--- src/rtl/pipe_pkg.sv ---
// Shared definitions for the generic pipeline stage register.
//   pipe_st_t : occupancy state of a two-slot (main + skid) stage
//   NOP_INSN  : RV32I NOP (addi x0,x0,0), the default bubble payload
package pipe_pkg;

    typedef enum logic [1:0] {
        ST_EMPTY = 2'd0,
        ST_ONE   = 2'd1,
        ST_FULL  = 2'd2
    } pipe_st_t;

    localparam logic [31:0] NOP_INSN = 32'h0000_0013;

endpackage

--- src/rtl/sat_counter.sv ---
// Saturating up-counter.
// Ports:
//   clk : rising-edge clock
//   rst : synchronous reset, active-low (clears cnt)
//   inc : count one event on this edge
//   cnt : current count, sticks at all-ones
module sat_counter #(
    parameter int W = 16
) (
    input  logic         clk,
    input  logic         rst,
    input  logic         inc,
    output logic [W-1:0] cnt
);

    localparam logic [W-1:0] CNT_MAX = {W{1'b1}};

    always_ff @(posedge clk) begin
        if (!rst) begin
            cnt <= '0;
        end else if (inc && (cnt != CNT_MAX)) begin
            cnt <= cnt + 1'b1;
        end
    end

endmodule

--- src/rtl/pipe_stage_skid.sv ---
// Generic pipeline stage register with a 2-entry skid buffer, flush and a
// saturating back-pressure counter.
// Ports:
//   clk       : rising-edge clock
//   rst       : synchronous reset, active-low
//   flush     : discard all held entries this cycle (bubble insertion)
//   in_valid  : upstream offers in_data
//   in_ready  : stage accepts in_data this cycle (registered, plus flush)
//   in_data   : upstream payload
//   out_valid : out_data holds a live entry
//   out_ready : downstream accepts out_data this cycle
//   out_data  : oldest held payload, or BUBBLE when out_valid=0
//   stall_cnt : cycles with out_valid=1 && out_ready=0, saturating
//
// Handshake: a beat transfers on a rising edge where valid and ready are both
// 1 at that edge; a producer holding valid keeps its data stable until the
// transfer, and ready never depends combinationally on the other side's valid
// or ready (in_ready depends only on state and flush).
module pipe_stage_skid
    import pipe_pkg::*;
#(
    parameter int                DATA_W = 32,
    parameter logic [DATA_W-1:0] BUBBLE = DATA_W'(NOP_INSN),
    parameter int                CNT_W  = 16
) (
    input  logic              clk,
    input  logic              rst,
    input  logic              flush,
    input  logic              in_valid,
    output logic              in_ready,
    input  logic [DATA_W-1:0] in_data,
    output logic              out_valid,
    input  logic              out_ready,
    output logic [DATA_W-1:0] out_data,
    output logic [CNT_W-1:0]  stall_cnt
);

    pipe_st_t          st, st_nxt;
    logic [DATA_W-1:0] main_q, main_d;
    logic [DATA_W-1:0] skid_q, skid_d;
    logic              acc;
    logic              take;

    // Outputs come straight from registers (plus flush on in_ready), so there
    // is no in->out or out_ready->in_ready combinational path.
    assign in_ready  = (st != ST_FULL) & ~flush;
    assign out_valid = (st != ST_EMPTY);
    assign out_data  = out_valid ? main_q : BUBBLE;

    assign acc  = in_valid & in_ready;
    assign take = out_valid & out_ready;

    always_comb begin
        st_nxt = st;
        main_d = main_q;
        skid_d = skid_q;
        if (flush) begin
            // A take in this cycle is treated as delivered; nothing replays.
            st_nxt = ST_EMPTY;
            main_d = BUBBLE;
            skid_d = BUBBLE;
        end else begin
            case (st)
                ST_EMPTY: begin
                    if (acc) begin
                        main_d = in_data;
                        st_nxt = ST_ONE;
                    end
                end
                ST_ONE: begin
                    if (acc && take) begin
                        main_d = in_data;
                    end else if (acc) begin
                        skid_d = in_data;
                        st_nxt = ST_FULL;
                    end else if (take) begin
                        main_d = BUBBLE;
                        st_nxt = ST_EMPTY;
                    end
                end
                ST_FULL: begin
                    // in_ready is low here, so only a take can happen.
                    if (take) begin
                        main_d = skid_q;
                        skid_d = BUBBLE;
                        st_nxt = ST_ONE;
                    end
                end
                default: begin
                    st_nxt = ST_EMPTY;
                    main_d = BUBBLE;
                    skid_d = BUBBLE;
                end
            endcase
        end
    end

    always_ff @(posedge clk) begin
        if (!rst) begin
            st     <= ST_EMPTY;
            main_q <= BUBBLE;
            skid_q <= BUBBLE;
        end else begin
            st     <= st_nxt;
            main_q <= main_d;
            skid_q <= skid_d;
        end
    end

    sat_counter #(
        .W(CNT_W)
    ) u_stall_cnt (
        .clk(clk),
        .rst(rst),
        .inc(out_valid & ~out_ready),
        .cnt(stall_cnt)
    );

endmodule

--- config.mk ---
export PLATFORM = sky130hd
export DESIGN_NAME = pipe_stage_skid
export DESIGN_NICKNAME = d
export VERILOG_FILES = /design/src/rtl/pipe_pkg.sv /design/src/rtl/sat_counter.sv /design/src/rtl/pipe_stage_skid.sv
export SDC_FILE = /design/constraint.sdc
export NUM_CORES = 1
export LEC_CHECK = 0
export ABC_CLOCK_PERIOD_IN_PS = 2700
export CAP_MARGIN = 5
export CORE_ASPECT_RATIO = 0.6
export CORE_MARGIN = 1
export CORE_UTILIZATION = 52
export DETAILED_ROUTE_END_ITERATION = 7
export MAX_ROUTING_LAYER = met4
export PLACE_DENSITY = 0.79
export SYNTH_ARGS = -nofsm -noshare
export SYNTH_HDL_FRONTEND = slang
export SYNTH_HIERARCHICAL = 1
export SYNTH_SLANG_ARGS = --single-unit
export TNS_END_PERCENT = 10
--- constraint.sdc ---
create_clock -name clk -period 2.7 [get_ports clk]
set_input_delay 0.405 -clock clk [delete_from_list [all_inputs] [get_ports clk]]
set_output_delay 0.405 -clock clk [all_outputs]
set_load 0.01 [all_outputs]
==> impl_metrics.tcl <==
set metrics [dict create \
    p_sw_mw 0.660 \
    post_synth_num_cell_types 49 \
    antenna_left 0 \
    synthFlopType "dfxtp_1" \
    cp_data_arrival_time_ns 2.14 \
    synth_cells 484 \
    wl_um 10700 \
    finalNetCount 593 \
    synth_fp_nets 522 \
    fin_util 0.701 \
    htreeDepth 3 \
    cts_tree "built" \
    via_count 3790 \
    clock_path_buffers 2 \
    pwr-share-clk 0.446 \
    swShare 0.236 \
    synthArstFlopShare 0 \
    io_pins 87 \
    pre_cts_ws_ns 0.251 \
    cts_buffers 9 \
    synth_edf_count 0 \
    max_freq_mhz 393 \
    setup-tns-final_ns 0 \
    gr-total-overflow 0 \
    grt_max_degree 46 \
    via_per_inst 5.67 \
    hold_viol_final 0 \
    start_util 0.543 \
    p_comb_frac 0.112 \
    p_leak_nw 1.80 \
    tightest_slew_ns 0.690 \
    cts_setup_buffers 0 \
    whs_ns 0.474 \
    layout-drive-gt1-share 0.0714 \
    setup_viol 0 \
    drt-initial-drc-count 313 \
    cts_sinks 82 \
    final.period_utilization 0.943 \
    maxSlewViolCount 0 \
    slew_headroom 0.540 \
    diodes 0 \
    grt_pass1_vias 3379 \
    seqPwrFrac 0.442 \
    root_buffer "clkbuf_16" \
    dieHeight_um 72.6 \
    rows 25 \
    vdd_drop_max_uv 348 \
    antenna_found_initial 0 \
    crit_path_max_fanout 45 \
    ys_ff_latch 82 \
    p_int_mw 2.14 \
    gp_congestion 0.831 \
    required_ns 2.30 \
    min_path_type "reg2reg" \
    power_per_cell_area_mw_per_mm2 502 \
    critical_path_class "reg2out" \
    period_minus_slack_ns 2.55 \
    seq_area_mm2 0.00164 \
    clkTransAtPathRegs_ns 0.06 \
    syn_area_mm2 0.00431 \
    drv_cap 0 \
    dieArea_mm2 0.00868 \
    post-dp-hpwl_um 6980 \
    clock_latency_ns 0.34 \
    end_kind "primary output" \
    final_common_cell "clkdlybuf4s50_1" \
    multi_input_area_mm2 0.00249 \
    core_mm2 0.00795 \
    status "completed" \
    drtPass1Iterations 5 \
    fill_cells 629 \
    grt_pass1_wl_um 17000 \
    ys_seq_area_frac 0.381 \
    rsz0062_at_grt "no" \
    grtUsageTotal 0.259 \
    io_buffers 86 \
    synth_warnings 6 \
    syn_avg_cell_area_um2 8.91 \
    mostFrequentLayoutCells "clkdlybuf4s50_1 (86), dfxtp_1 (81), nor2_1 (68)" \
    wl_per_cell_um 16.1 \
    dieWidth_um 120 \
    area_delta_synth_final_pct 29.1 \
    drc_errors 0 \
    fin_ws_ns 0.153 \
    clock_skew_ns 0.00586 \
    crit_path_start_kind "register" \
]
synth_stat cells, types with 4 or more instances:
master     count  area share
mux2i_1       64        0.15
a21oi_1       12       0.014
inv_1          5      0.0044
o21ai_0        5      0.0058
o31ai_1        5      0.0087
nand2b_1      10       0.015
and2_1        29       0.042
nand3b_1       4      0.0070
nand3_1        6      0.0070
clkbuf_1      16       0.014
or4_1          5      0.0087
a22oi_1       29       0.050
buf_4          5      0.0087
nor2_1        69       0.060
o2bb2ai_1     29       0.059
dfxtp_1       82        0.38
nor2b_1       32       0.046
buf_2         12       0.014
nand2_1       14       0.012
per-stage QoR:
stage | cell area (um^2) | std cells | power (mW)
floorplan | 4310 | 484 | 1.45
global placement | 5260 | 652 | 1.57
detailed placement | 5260 | 652 | 1.57
CTS | 5570 | 668 | 2.81
global route | 5570 | 668 | 2.89
finish | 5570 | 668 | 2.80
cells by family (layout without fill, tap and decap cells):
| group | after synthesis | after routing | synth area share |
|---|---|---|---|
| compound gates | 95 | 95 | 0.166 |
| buf+inv | 43 | 119 | 0.0487 |
| simple gates | 197 | 197 | 0.250 |
| xor+xnor | 2 | 2 | 0.00406 |
| fa+ha+maj | 1 | 1 | 0.00290 |
| mux | 64 | 64 | 0.148 |
| flops | 82 | 82 | 0.381 |
cell type report:
cell class | instances | share of cell area
clock buffer | 12 | 0.0461
clock inverter | 4 | 0.00899
inverter | 5 | 0.00337
multi-input combinational | 359 | 0.447
sequential | 82 | 0.295
tap | 108 | 0.0243
timing repair buffer | 98 | 0.175
worst max-delay path, cell delays in order, from the launching register on:
cell	delay, ns
dfxtp_2	0.35
buf_4	0.57
nor2b_1	0.32
nor2_1	0.07
clkdlybuf4s50_1	0.48
flip-flops by register name, indices dropped and copies added (netlist names):
signal / count
main_q: 32
skid_q: 32
st: 2
u_stall_cnt/cnt: 16
final timing paths:
path                  start        end  slack, ns  cells past startpoint
setup / recovery      st[1]   in_ready       0.15                      4
hold / removal    skid_q[4]  skid_q[4]       0.47                      2
setup reg to reg      st[1]  main_q[3]       0.54                      5
hold reg to reg   skid_q[4]  skid_q[4]       0.47                      2
routing by layer:
metal | vias up | wire length, um | GRT usage
met1 | 1771 | 5400 | 0.363
met5 | - | 0 | -
met2 | 137 | 4520 | 0.377
li1 | 1874 | - | -
met3 | 8 | 727 | 0.0582
met4 | 0 | 89 | 0.0639
repair_timing:
item	4_1_cts	5_1_grt
setup endpoints to repair	13	4
hold buffers	0	0
resized for setup	1	1
power by group through the flow:
stage	Sequential, mW	Clock (mW)	Combinational [mW]
final	1.24	1.25	0.312
after global routing	1.24	1.31	0.340
after CTS	1.24	1.27	0.312
after detailed placement	1.26	0	0.309
after global placement	1.26	0	0.304
after floorplan	1.26	0	0.186
Power figures use the tool's default switching activity.
